`src/rtl/ook_pkg.sv`:
```
`default_nettype none
// ============================================================================
//  Module      : ook_pkg
//  Description : Shared OOK link definitions (frame levels, data width and
//                receiver/transmitter FSM state encoding).
//  Revision    : 1.0 - initial release
// ============================================================================
package ook_pkg;

    localparam int   OOK_DATA_BITS   = 8;
    localparam logic OOK_IDLE_LEVEL  = 1'b0;
    localparam logic OOK_START_LEVEL = 1'b1;

    localparam int OOK_STATE_W = 3;
    typedef logic [OOK_STATE_W-1:0] ook_state_t;

    localparam ook_state_t c_st_idle  = 3'd0;
    localparam ook_state_t c_st_start = 3'd1;
    localparam ook_state_t c_st_data  = 3'd2;
    localparam ook_state_t c_st_stop  = 3'd3;
    localparam ook_state_t c_st_break = 3'd4;

endpackage
`default_nettype wire

```
`src/rtl/ook_rx_filter.sv`:
```
`default_nettype none
// ============================================================================
//  Module      : ook_rx_filter
//  Description : Two-flop synchroniser for the asynchronous comparator pin
//                followed by a FILTER_TAPS-deep majority glitch filter.
//  Revision    : 1.0 - initial release
// ============================================================================
module ook_rx_filter #(
    parameter int FILTER_TAPS = 3
) (
    input  logic clk,
    input  logic rst,
    input  logic din,
    output logic dout
);

    // Majority threshold: more than half of the taps must be high.
    localparam logic [2:0] c_THRESH = 3'((FILTER_TAPS + 1) / 2);

    logic [1:0]             r_sync;
    logic [FILTER_TAPS-1:0] r_taps;
    logic [2:0]             w_ones;

    // Synchronise the pin, then shift the clean sample into the filter window.
    always_ff @(posedge clk) begin
        if (rst) begin
            r_sync <= '0;
            r_taps <= '0;
        end else begin
            r_sync <= {r_sync[0], din};
            r_taps <= {r_taps[FILTER_TAPS-2:0], r_sync[1]};
        end
    end

    // Count high taps; the filtered line is their majority.
    always_comb begin
        w_ones = '0;
        for (int i = 0; i < FILTER_TAPS; i++) begin
            w_ones = w_ones + 3'(r_taps[i]);
        end
    end

    assign dout = (w_ones >= c_THRESH);

endmodule
`default_nettype wire

```
`src/rtl/ook_rx_deframer.sv`:
```
`default_nettype none
// ============================================================================
//  Module      : ook_rx_deframer
//  Description : OOK optical link receiver. Filters the comparator pin,
//                detects the start bit, mid-bit samples 8 LSB-first data
//                bits, checks the stop bit and presents each byte on a
//                valid/ready holding register with overrun reporting.
//  Revision    : 1.0 - initial release
// ============================================================================
module ook_rx_deframer
    import ook_pkg::*;
#(
    parameter int SAMPLES_PER_BIT = 64,
    parameter int FILTER_TAPS     = 3
) (
    input  logic       clk,
    input  logic       rst,
    input  logic       ook_in,
    input  logic       rx_ready,
    output logic [7:0] rx_data,
    output logic       rx_valid,
    output logic       frame_err,
    output logic       overrun,
    output logic       rx_busy
);

    localparam int c_CNT_W = $clog2(SAMPLES_PER_BIT);
    localparam int c_IDX_W = $clog2(OOK_DATA_BITS);

    localparam logic [c_CNT_W-1:0] c_CNT_LAST = c_CNT_W'(SAMPLES_PER_BIT - 1);
    localparam logic [c_CNT_W-1:0] c_CNT_MID  = c_CNT_W'(SAMPLES_PER_BIT / 2 - 1);
    localparam logic [c_IDX_W-1:0] c_IDX_LAST = c_IDX_W'(OOK_DATA_BITS - 1);

    logic                     w_line;
    logic                     w_byte_done;
    ook_state_t               r_state;
    logic [c_CNT_W-1:0]       r_cnt;
    logic [c_IDX_W-1:0]       r_bit_idx;
    logic [OOK_DATA_BITS-1:0] r_shreg;
    logic                     r_frame_err;
    logic [OOK_DATA_BITS-1:0] r_data;
    logic                     r_valid;
    logic                     r_overrun;

    ook_rx_filter #(
        .FILTER_TAPS (FILTER_TAPS)
    ) u_filter (
        .clk  (clk),
        .rst  (rst),
        .din  (ook_in),
        .dout (w_line)
    );

    // Frame FSM: bit timing is anchored only at the start edge, then free-runs.
    always_ff @(posedge clk) begin
        if (rst) begin
            r_state     <= c_st_idle;
            r_cnt       <= '0;
            r_bit_idx   <= '0;
            r_shreg     <= '0;
            r_frame_err <= 1'b0;
        end else begin
            r_frame_err <= 1'b0;
            case (r_state)
                c_st_idle: begin
                    r_cnt <= '0;
                    if (w_line == OOK_START_LEVEL) begin
                        r_state <= c_st_start;
                    end
                end
                c_st_start: begin
                    if (r_cnt == c_CNT_MID) begin
                        r_cnt     <= '0;
                        r_bit_idx <= '0;
                        // A start that has vanished by mid-bit was noise.
                        r_state   <= (w_line == OOK_START_LEVEL) ? c_st_data : c_st_idle;
                    end else begin
                        r_cnt <= r_cnt + 1'b1;
                    end
                end
                c_st_data: begin
                    if (r_cnt == c_CNT_LAST) begin
                        r_cnt              <= '0;
                        r_shreg[r_bit_idx] <= w_line;
                        r_bit_idx          <= r_bit_idx + 1'b1;
                        if (r_bit_idx == c_IDX_LAST) begin
                            r_state <= c_st_stop;
                        end
                    end else begin
                        r_cnt <= r_cnt + 1'b1;
                    end
                end
                c_st_stop: begin
                    if (r_cnt == c_CNT_LAST) begin
                        r_cnt <= '0;
                        if (w_line == OOK_IDLE_LEVEL) begin
                            r_state <= c_st_idle;
                        end else begin
                            r_frame_err <= 1'b1;
                            r_state     <= c_st_break;
                        end
                    end else begin
                        r_cnt <= r_cnt + 1'b1;
                    end
                end
                c_st_break: begin
                    // Light stuck on: do not re-arm until the line returns to idle.
                    r_cnt <= '0;
                    if (w_line == OOK_IDLE_LEVEL) begin
                        r_state <= c_st_idle;
                    end
                end
                default: begin
                    r_state <= c_st_idle;
                    r_cnt   <= '0;
                end
            endcase
        end
    end

    assign w_byte_done = (r_state == c_st_stop) && (r_cnt == c_CNT_LAST) &&
                         (w_line == OOK_IDLE_LEVEL);

    // Holding register: a pop in the same cycle frees the slot for the new byte.
    always_ff @(posedge clk) begin
        if (rst) begin
            r_data    <= '0;
            r_valid   <= 1'b0;
            r_overrun <= 1'b0;
        end else begin
            r_overrun <= 1'b0;
            if (w_byte_done) begin
                if (!r_valid || rx_ready) begin
                    r_data  <= r_shreg;
                    r_valid <= 1'b1;
                end else begin
                    r_overrun <= 1'b1;
                end
            end else if (r_valid && rx_ready) begin
                r_valid <= 1'b0;
            end
        end
    end

    assign rx_data   = r_data;
    assign rx_valid  = r_valid;
    assign frame_err = r_frame_err;
    assign overrun   = r_overrun;
    assign rx_busy   = (r_state == c_st_start) || (r_state == c_st_data) ||
                       (r_state == c_st_stop);

endmodule
`default_nettype wire

```
`config.mk`:
```
export PLATFORM = sky130hd
export DESIGN_NAME = ook_rx_deframer
export DESIGN_NICKNAME = d
export VERILOG_FILES = /design/src/rtl/ook_pkg.sv /design/src/rtl/ook_rx_filter.sv /design/src/rtl/ook_rx_deframer.sv
export SDC_FILE = /design/constraint.sdc
export NUM_CORES = 1
export LEC_CHECK = 0
export BUFFER_PORTS_ARGS = -buffer_cell sky130_fd_sc_hd__buf_2
export CORE_ASPECT_RATIO = 1.25
export CORE_MARGIN = 2
export CORE_UTILIZATION = 40
export DETAILED_ROUTE_END_ITERATION = 12
export PLACE_DENSITY = 0.6
export SYNTH_ARGS = -nofsm -noshare
export SYNTH_HDL_FRONTEND = slang
export SYNTH_SLANG_ARGS = --single-unit
```
`constraint.sdc`:
```
create_clock -name clk -period 3.5 [get_ports clk]
set_input_delay 0.7 -clock clk [delete_from_list [all_inputs] [get_ports clk]]
set_output_delay 0.7 -clock clk [all_outputs]
set_load 0.1 [all_outputs]
```
==> results of run 1 <==
## power by group through the flow
stage	registers (mW)	clock network, mW	logic [mW]
finish	0.412	0.361	0.0116
global route	0.412	0.394	0.0130
CTS	0.412	0.370	0.0118
detailed placement	0.421	0	0.0117
global placement	0.421	0	0.0114
floorplan	0.421	0	0.00897
## Yosys cell counts (3+ instances only)
master / instances
sky130_fd_sc_hd__clkbuf_1: 3
sky130_fd_sc_hd__mux2i_1: 16
sky130_fd_sc_hd__nor2_1: 23
sky130_fd_sc_hd__nor2b_1: 5
sky130_fd_sc_hd__buf_6: 4
sky130_fd_sc_hd__nand2b_1: 11
sky130_fd_sc_hd__xnor2_1: 3
sky130_fd_sc_hd__ha_1: 4
sky130_fd_sc_hd__a21oi_1: 4
sky130_fd_sc_hd__dfxtp_1: 36
sky130_fd_sc_hd__nand2_1: 5
sky130_fd_sc_hd__nand3_1: 6
## registers in the layout, indices dropped and copies added, names as in the netlist
register and count:
frame_err 1, overrun 1, r_bit_idx 3, r_cnt 6, r_shreg 8, r_state 3
rx_data 8, rx_valid 1, u_filter.r_sync 2, u_filter.r_taps 3
## stage by stage
step                      setup WS (ns)  utilization  total power, mW
after floorplan                   0.840            -            0.430
after global placement             1.59        0.437            0.433
after detailed placement           1.49        0.437            0.433
after CTS                          1.30        0.466            0.793
after global routing               1.17        0.466            0.819
final                              1.31        0.466            0.784
## kinds of logic (layout without fill, tap and decap cells)
group | after synthesis | count (layout) | share of synthesized area
and+or+nand+nor | 67 | 67 | 0.260
DFF | 36 | 36 | 0.457
muxes | 17 | 17 | 0.109
AOI/OAI and AO/OA | 15 | 15 | 0.0635
buffers and inverters | 13 | 26 | 0.0515
xor gates and xnor gates | 5 | 5 | 0.0278
adders and majority gates | 4 | 4 | 0.0317
## final timing paths
| path | endpoint | slack, ns | depth (start not counted) |
|---|---|---|---|
| max | rx_busy | 1.31 | 3 |
| min | u_filter.r_taps[0] | 0.44 | 1 |
| max reg2reg | r_shreg[4] | 1.74 | 5 |
| min reg2reg | u_filter.r_taps[0] | 0.44 | 1 |
## per-layer routing
metal	part of all wire	global-route usage	wire length (um)
met5	0	0	0
met1	0.42	0.153	1150
met3	0.032	0.0470	86
met2	0.51	0.231	1390
met4	0.030	0.0963	82
## placed cells by master, fill, tap and decap left out, types with 5 or more instances in the layout
master	instances
sky130_fd_sc_hd__nand3_1	6
sky130_fd_sc_hd__nand2_1	5
sky130_fd_sc_hd__mux2i_1	16
sky130_fd_sc_hd__nor2_1	23
sky130_fd_sc_hd__buf_2	15
sky130_fd_sc_hd__nand2b_1	11
sky130_fd_sc_hd__clkbuf_8	5
sky130_fd_sc_hd__nor2b_1	5
sky130_fd_sc_hd__dfxtp_1	36
## cell type report
type | instances | share of cell area
repair buffers | 16 | 0.0468
inverters | 2 | 0.00425
well taps | 54 | 0.0383
clock buffers | 5 | 0.0390
flip-flops and latches | 36 | 0.408
multi-input cells | 108 | 0.439
clock inverters | 3 | 0.0241
==> flow_metrics.env, run 1 <==
export IMPL_total_of_endpoints_with_negative_setup_slack_in_the_final_report=0
export IMPL_fp_dieH_um=74.2
export IMPL_worst_skew_ns=0.0114
export IMPL_min_delay_path_class="reg -> reg"
export IMPL_fp_dieArea_sq_mm=0.00447
export IMPL_synthesis_area_sq_mm=0.00158
export IMPL_wire_length_of_the_first_global_routing_pass_um=4520
export IMPL_pwr_density_mw_per_mm2=444
export IMPL_worst_slew_pin_transition_ns=0.554
export IMPL_port_buffers=15
export IMPL_diodes=0
export IMPL_dp_hpwl_um=1920
export IMPL_post_synth_edffs=0
export IMPL_first_global_vias=1027
export IMPL_postSynth_topFlopCell="sky130_fd_sc_hd__dfxtp_1"
export IMPL_wl_cell_um=12.1
export IMPL_grt_overflow_total=0
export IMPL_setup_worst_path_end_class="output pin"
export IMPL_antenna_left=0
export IMPL_start_util=0.417
export IMPL_seq_area_frac_synth=0.457
export IMPL_ys_async_sr_fraction=0
export IMPL_synth_warning_count=0
export IMPL_global_route_usage_total=0.141
export IMPL_grt_setup_unrepaired="false"
export IMPL_placed_area_sq_mm=0.00165
export IMPL_leakage_nw=0.675
export IMPL_crit_slowest_cell="sky130_fd_sc_hd__dfxtp_1"
export IMPL_drcViolationCount=0
export IMPL_share_of_layout_cells_above_drive_strength_1=0.194
export IMPL_timing_max_transition_violations_final=0
export IMPL_fin_cells=224
export IMPL_post_route_period_util=0.626
export IMPL_timing_setup_critical_path_class="reg -> out"
export IMPL_max_freq_ghz=0.457
export IMPL_seq_power_share=0.525
export IMPL_pin_count=16
export IMPL_power_switching_fraction=0.201
export IMPL_floorplan_core_area_sq_mm=0.00378
export IMPL_crit_buf_inv=1
export IMPL_yosysTopAreaCellShare=0.457
export IMPL_slew_limit_headroom=0.627
export IMPL_cell_internal_pwr_uw=626
export IMPL_initial_antenna_violation_count=0
export IMPL_synth_area_top_cells="sky130_fd_sc_hd__dfxtp_1, sky130_fd_sc_hd__mux2i_1, sky130_fd_sc_hd__nor2_1"
export IMPL_vdd_drop_max_mv=0.182
export IMPL_critPathMostFrequentCell="sky130_fd_sc_hd__nor2_1"
export IMPL_clk_transition_reported_paths_ns=0.07
export IMPL_hold_buffers=0
export IMPL_timing_rr_start="r_cnt[0]"
export IMPL_multiInputGateArea_sq_um=776
export IMPL_grt_start_max_net_pins=28
export IMPL_syn_num_nets=165
export IMPL_cts_buffers_inserted=5
export IMPL_die_x_um=60.2
export IMPL_placed_cells=216
export IMPL_drtPass1Iterations=4
export IMPL_cell_chosen_for_the_clock_root="sky130_fd_sc_hd__clkbuf_8"
export IMPL_seqCellArea_sq_um=721
export IMPL_synth_ff_latch_count=36
export IMPL_cp_arrival_ns=1.49
export IMPL_cp_slowest_stage_delay_ns=0.56
export IMPL_crit_family="flip-flops"
export IMPL_detail_route_wirelength_um=2710
export IMPL_synth_distinct_cells=39
export IMPL_filler_cell_count=376
export IMPL_routed_via_density=4.87
export IMPL_final_hold_viol_count=0
export IMPL_design_final_nets=177
export IMPL_post_cts_resize_count=0
export IMPL_final_hold_slack_ns=0.445
export IMPL_kind_of_launch_point_of_the_worst_setup_path="flop"
export IMPL_postLayoutCellArea_sq_mm=0.00177
export IMPL_synth_cells=157
export IMPL_worst_endpoint_required_ns=2.80
export IMPL_numClockSinks=36
export IMPL_tritoncts_clock_tree="yes"
export IMPL_route_vias_total=1090
export IMPL_last_weighted_congestion_value_of_the_routability_driven_placer=0.737
export IMPL_outcome="finished, final reports clean"
export IMPL_power_combinational_fraction=0.015
export IMPL_areaGrowthSynthToFinish_pct=11.9
export IMPL_power_switching_uw=158
export IMPL_std_cell_rows=25
export IMPL_drt_iter0_markers=43
export IMPL_worstSkewPairLatency_ns=0.29
export IMPL_crit_start="r_state[0]"
export IMPL_post_cts_setup_buffer_count=0
export IMPL_critical_path_max_fanout=12
export IMPL_reported_max_cap_violation_count=0
export IMPL_avgSynthCellArea_sq_um=10.0
export IMPL_cts_htree_levels=2
export IMPL_fin_tns_setup_ns=0
export IMPL_layout_min_cycle_time_ns=2.19
export IMPL_cts_root_to_sink_buffers=2
export IMPL_yosysTopAreaCell="sky130_fd_sc_hd__dfxtp_1"
export IMPL_power_share_clock=0.460
export IMPL_worstPathCellList="nor2_1 -> nor2_1 -> buf_2"
export IMPL_worst_hold_startpoint="u_filter.r_sync[1]"
Note: power is estimated with default switching activity, not from simulation.
==> inputs of run 2 (changes only) <==
Settings changed: PLACE_DENSITY 0.6 to 0.62.
Clock period 3.5 ns to 1.85 ns, I/O delays scaled along.
==> flow_metrics.env, run 2 (synthesis results as in run 1) <==
export IMPL_crit_buf_inv=1
export IMPL_last_weighted_congestion_value_of_the_routability_driven_placer=0.758
export IMPL_design_final_nets=180
export IMPL_worstSkewPairLatency_ns=0.28
export IMPL_dp_hpwl_um=1880
export IMPL_fin_ws_ns=0.146
export IMPL_timing_setup_critical_path_class="reg -> reg"
export IMPL_port_buffers=15
export IMPL_layout_min_cycle_time_ns=1.70
export IMPL_fp_dieH_um=74.2
export IMPL_wire_length_of_the_first_global_routing_pass_um=4490
export IMPL_setup_worst_path_end_class="flop"
export IMPL_drt_iter0_markers=42
export IMPL_leakage_nw=0.676
export IMPL_reported_max_cap_violation_count=0
export IMPL_wl_cell_um=11.6
export IMPL_clk_transition_reported_paths_ns=0.07
export IMPL_cts_root_to_sink_buffers=2
export IMPL_multiInputGateArea_sq_um=786
export IMPL_grt_overflow_total=0
export IMPL_seqCellArea_sq_um=721
export IMPL_crit_family="simple AND/OR/NAND/NOR gates"
export IMPL_numClockSinks=36
export IMPL_antenna_left=0
export IMPL_first_global_vias=1031
export IMPL_filler_cell_count=367
export IMPL_post_cts_setup_buffer_count=0
export IMPL_detail_route_wirelength_um=2620
export IMPL_grt_setup_unrepaired="false"
export IMPL_crit_slowest_cell="sky130_fd_sc_hd__dfxtp_1"
export IMPL_vdd_drop_max_mv=0.367
export IMPL_most_common_layout_cells="sky130_fd_sc_hd__dfxtp_1, sky130_fd_sc_hd__nor2_1, sky130_fd_sc_hd__mux2i_1, sky130_fd_sc_hd__buf_2, sky130_fd_sc_hd__nand2b_1"
export IMPL_route_vias_total=1098
export IMPL_final_hold_viol_count=0
export IMPL_cell_chosen_for_the_clock_root="sky130_fd_sc_hd__clkbuf_8"
export IMPL_worstPathCellList="ha_2 -> nand4_2 -> nor4b_2 -> buf_4 -> mux2i_1 -> nor2_1"
export IMPL_final_util=0.470
export IMPL_slew_limit_headroom=0.677
export IMPL_drtPass1Iterations=4
export IMPL_global_route_usage_total=0.137
export IMPL_areaGrowthSynthToFinish_pct=12.8
export IMPL_drcViolationCount=0
export IMPL_worst_skew_ns=0.00254
export IMPL_post_route_period_util=0.921
export IMPL_pre_cts_ws_ns=0.0970
export IMPL_max_freq_ghz=0.587
export IMPL_timing_max_transition_violations_final=0
export IMPL_worst_slew_pin_transition_ns=0.488
export IMPL_kind_of_launch_point_of_the_worst_setup_path="flop"
export IMPL_min_delay_path_class="in -> reg"
export IMPL_critical_path_max_fanout=8
export IMPL_cp_slowest_stage_delay_ns=0.36
export IMPL_floorplan_core_area_sq_mm=0.00378
export IMPL_fin_tns_setup_ns=0
export IMPL_start_util=0.417
export IMPL_mostFrequentLayoutCell="sky130_fd_sc_hd__dfxtp_1"
export IMPL_outcome="finished, final reports clean"
export IMPL_die_x_um=60.2
export IMPL_worst_endpoint_required_ns=2.02
export IMPL_diodes=0
export IMPL_routed_via_density=4.86
export IMPL_grt_start_max_net_pins=27
export IMPL_std_cell_rows=25
export IMPL_tritoncts_clock_tree="yes"
export IMPL_cts_htree_levels=2
export IMPL_pin_count=16
export IMPL_fp_dieArea_sq_mm=0.00447
export IMPL_total_of_endpoints_with_negative_setup_slack_in_the_final_report=0
export IMPL_initial_antenna_violation_count=0
export IMPL_share_of_layout_cells_above_drive_strength_1=0.209
export IMPL_cts_buffers_inserted=5
export IMPL_cp_arrival_ns=1.87
export IMPL_pwr_density_mw_per_mm2=735
## run 2: changes by cell type in the layout (fill, tap and decap cells not counted), sizes merged
cell / delta
buf: +3
bufinv: -1
clkbuf: +1
clkinvlp: -1
## run 2: layout make-up
class,count,share of cell area
Inverter,2,0.00422
Multi-Input combinational cell,108,0.442
Sequential cell,36,0.405
Clock inverter,1,0.00281
Tap cell,54,0.0380
Timing Repair Buffer,19,0.0675
Clock buffer,6,0.0408
## run 2: timing repair
item / 4_1_cts / 5_1_grt
hold buffers: 0 / 0
setup endpoints to repair: 0 / 12
hold endpoints to repair: 0 / 0
resized for setup: 0 / 1
## run 2: through the flow
step / instances / hold slack (ns) / power [mW] / area, sq um
after floorplan: 157 / 0.414 / 0.813 / 1590
after global placement: 219 / 0.418 / 0.820 / 1700
after detailed placement: 219 / 0.426 / 0.821 / 1700
after CTS: 226 / 0.295 / 1.33 / 1780
after global routing: 226 / 0.311 / 1.37 / 1780
final: 226 / 0.303 / 1.31 / 1780
## run 2: report_power, final
part | switching (mW) | total (mW) | internal, mW | leakage (nW)
Sequential | 0.00115 | 0.779 | 0.778 | 0.290
Combinational | 0.0128 | 0.0233 | 0.0105 | 0.345
Clock | 0.250 | 0.505 | 0.255 | 0.0410
## run 2: worst paths after layout
check                                   startpoint                 end  slack (ns)  cells past startpoint
worst min register to register  u_filter.r_sync[0]  u_filter.r_sync[1]        0.44                      1
worst min-delay path                        ook_in  u_filter.r_sync[0]        0.30                      2
worst max register to register            r_cnt[0]          rx_data[0]        0.15                      6
worst max-delay path                      r_cnt[0]          rx_data[0]        0.15                      6
## run 2: layer usage
| layer | part of all wire | global-route usage | vias up |
|---|---|---|---|
| met4 | 0.032 | 0.0815 | 0 |
| met1 | 0.44 | 0.143 | 502 |
| met2 | 0.49 | 0.232 | 17 |
| li1 | - | - | 571 |
| met3 | 0.032 | 0.0522 | 8 |
| met5 | 0 | 0 | - |
==> inputs of run 3 (changes only) <==
Settings changed: PLACE_DENSITY 0.62 to not set.
==> flow_metrics.env, run 3 (synthesis results as in run 1) <==
export IMPL_max_freq_ghz=0.567
export IMPL_grt_overflow_total=0
export IMPL_grt_setup_unrepaired="false"
export IMPL_dp_hpwl_um=2060
export IMPL_drtPass1Iterations=4
export IMPL_total_of_endpoints_with_negative_setup_slack_in_the_final_report=0
export IMPL_cp_slowest_stage_delay_ns=0.38
export IMPL_timing_setup_critical_path_class="reg -> reg"
export IMPL_last_weighted_congestion_value_of_the_routability_driven_placer=0.757
export IMPL_cell_chosen_for_the_clock_root="sky130_fd_sc_hd__clkbuf_8"
export IMPL_drcViolationCount=0
export IMPL_design_final_nets=181
export IMPL_worst_skew_ns=0.0100
export IMPL_power_switching_uw=283
export IMPL_pin_count=16
export IMPL_drt_iter0_markers=42
export IMPL_final_hold_viol_count=0
export IMPL_crit_slowest_cell="sky130_fd_sc_hd__and4_2"
export IMPL_fp_dieArea_sq_mm=0.00447
export IMPL_grt_start_max_net_pins=22
export IMPL_fp_dieH_um=74.2
export IMPL_post_route_period_util=0.954
export IMPL_port_buffers=15
export IMPL_areaGrowthSynthToFinish_pct=15.9
export IMPL_cts_htree_levels=2
export IMPL_post_cts_setup_buffer_count=0
export IMPL_most_common_layout_cells="sky130_fd_sc_hd__dfxtp_1, sky130_fd_sc_hd__nor2_1, sky130_fd_sc_hd__mux2i_1, sky130_fd_sc_hd__buf_2, sky130_fd_sc_hd__nand2b_1"
export IMPL_initial_antenna_violation_count=0
export IMPL_pwr_density_mw_per_mm2=804
export IMPL_power_switching_fraction=0.193
export IMPL_placed_cells=220
export IMPL_cts_buffers_inserted=5
export IMPL_min_delay_path_class="in -> reg"
export IMPL_route_vias_total=1105
export IMPL_leakage_nw=0.706
export IMPL_clk_transition_reported_paths_ns=0.07
export IMPL_power_share_clock=0.455
export IMPL_cell_internal_pwr_mw=1.19
export IMPL_fin_cells=228
export IMPL_worstSkewPairLatency_ns=0.29
export IMPL_vdd_drop_max_mv=0.289
export IMPL_layout_min_cycle_time_ns=1.77
export IMPL_detail_route_wirelength_um=2730
export IMPL_timing_max_transition_violations_final=0
export IMPL_antenna_left=0
export IMPL_outcome="finished, final reports clean"
export IMPL_kind_of_launch_point_of_the_worst_setup_path="flop"
export IMPL_wl_cell_um=12.0
export IMPL_critical_path_max_fanout=7
export IMPL_worst_slew_pin_transition_ns=0.519
export IMPL_start_util=0.417
export IMPL_die_x_um=60.2
export IMPL_setup_worst_path_end_class="flop"
export IMPL_crit_family="simple AND/OR/NAND/NOR gates"
export IMPL_cp_arrival_ns=1.98
export IMPL_reported_max_cap_violation_count=0
export IMPL_worst_endpoint_required_ns=2.06
export IMPL_diodes=0
export IMPL_fin_tns_setup_ns=0
export IMPL_floorplan_core_area_sq_mm=0.00378
export IMPL_routed_via_density=4.85
export IMPL_hold_buffers=0
export IMPL_share_of_layout_cells_above_drive_strength_1=0.224
export IMPL_wire_length_of_the_first_global_routing_pass_um=4920
export IMPL_cts_root_to_sink_buffers=2
export IMPL_global_route_usage_total=0.148
export IMPL_tritoncts_clock_tree="yes"
export IMPL_numClockSinks=36
export IMPL_first_global_vias=1091
export IMPL_mostFrequentLayoutCell="sky130_fd_sc_hd__dfxtp_1"
export IMPL_std_cell_rows=25
export IMPL_worstPathCellList="ha_1 -> and4_2 -> nand4_4 -> nor4b_4 -> mux2i_1"
export IMPL_slew_limit_headroom=0.651
export IMPL_power_combinational_fraction=0.016
export IMPL_crit_buf_inv=0
export IMPL_seq_power_share=0.530
run 3: metrics by stage:
stage,hold slack [ns],worst slack (ns),instance area [sq um],power [mW],util
3_5_place_dp,0.421,0.0917,1710,0.821,0.451
5_1_grt,0.302,0.00822,1830,1.54,0.483
4_1_cts,0.293,0.0771,1810,1.50,0.479
3_3_place_gp,0.422,0.168,1710,0.820,0.451
2_1_floorplan,0.414,0.113,1590,0.813,-
6_report,0.295,0.0849,1830,1.47,0.483
run 3: area by class of cell:
cell class | instances | area, sq um
flip-flops and latches | 36 | 721
well taps | 54 | 67.6
multi-input cells | 108 | 798
fillers | 365 | 1960
inverters | 2 | 7.51
clock inverters | 2 | 35.0
clock buffers | 6 | 72.6
repair buffers | 20 | 128
run 3: worst paths after layout:
path	to	start	slack, ns	cells after the start
setup / recovery	r_shreg[4]	r_cnt[0]	0.08	5
hold / removal	u_filter.r_sync[0]	ook_in	0.29	2
setup reg to reg	r_shreg[4]	r_cnt[0]	0.08	5
hold reg to reg	u_filter.r_sync[1]	u_filter.r_sync[0]	0.43	1
run 3: metal layers:
layer / wire length (um) / GRT usage
met5: 0 / 0
met4: 44 / 0.0667
met3: 100 / 0.0574
met2: 1380 / 0.243
met1: 1210 / 0.169
run 3: power groups by stage:
stage	clock network [mW]	registers, mW	logic [mW]
after floorplan	0	0.796	0.0171
after global placement	0	0.797	0.0234
after detailed placement	0	0.797	0.0236
after CTS	0.693	0.779	0.0237
after global routing	0.735	0.779	0.0257
final	0.669	0.779	0.0232
run 3: what timing repair did:
item,CTS,global route
endpoints found under the setup margin,0,7
gates resized for setup,0,3
endpoints found under the hold margin,0,0
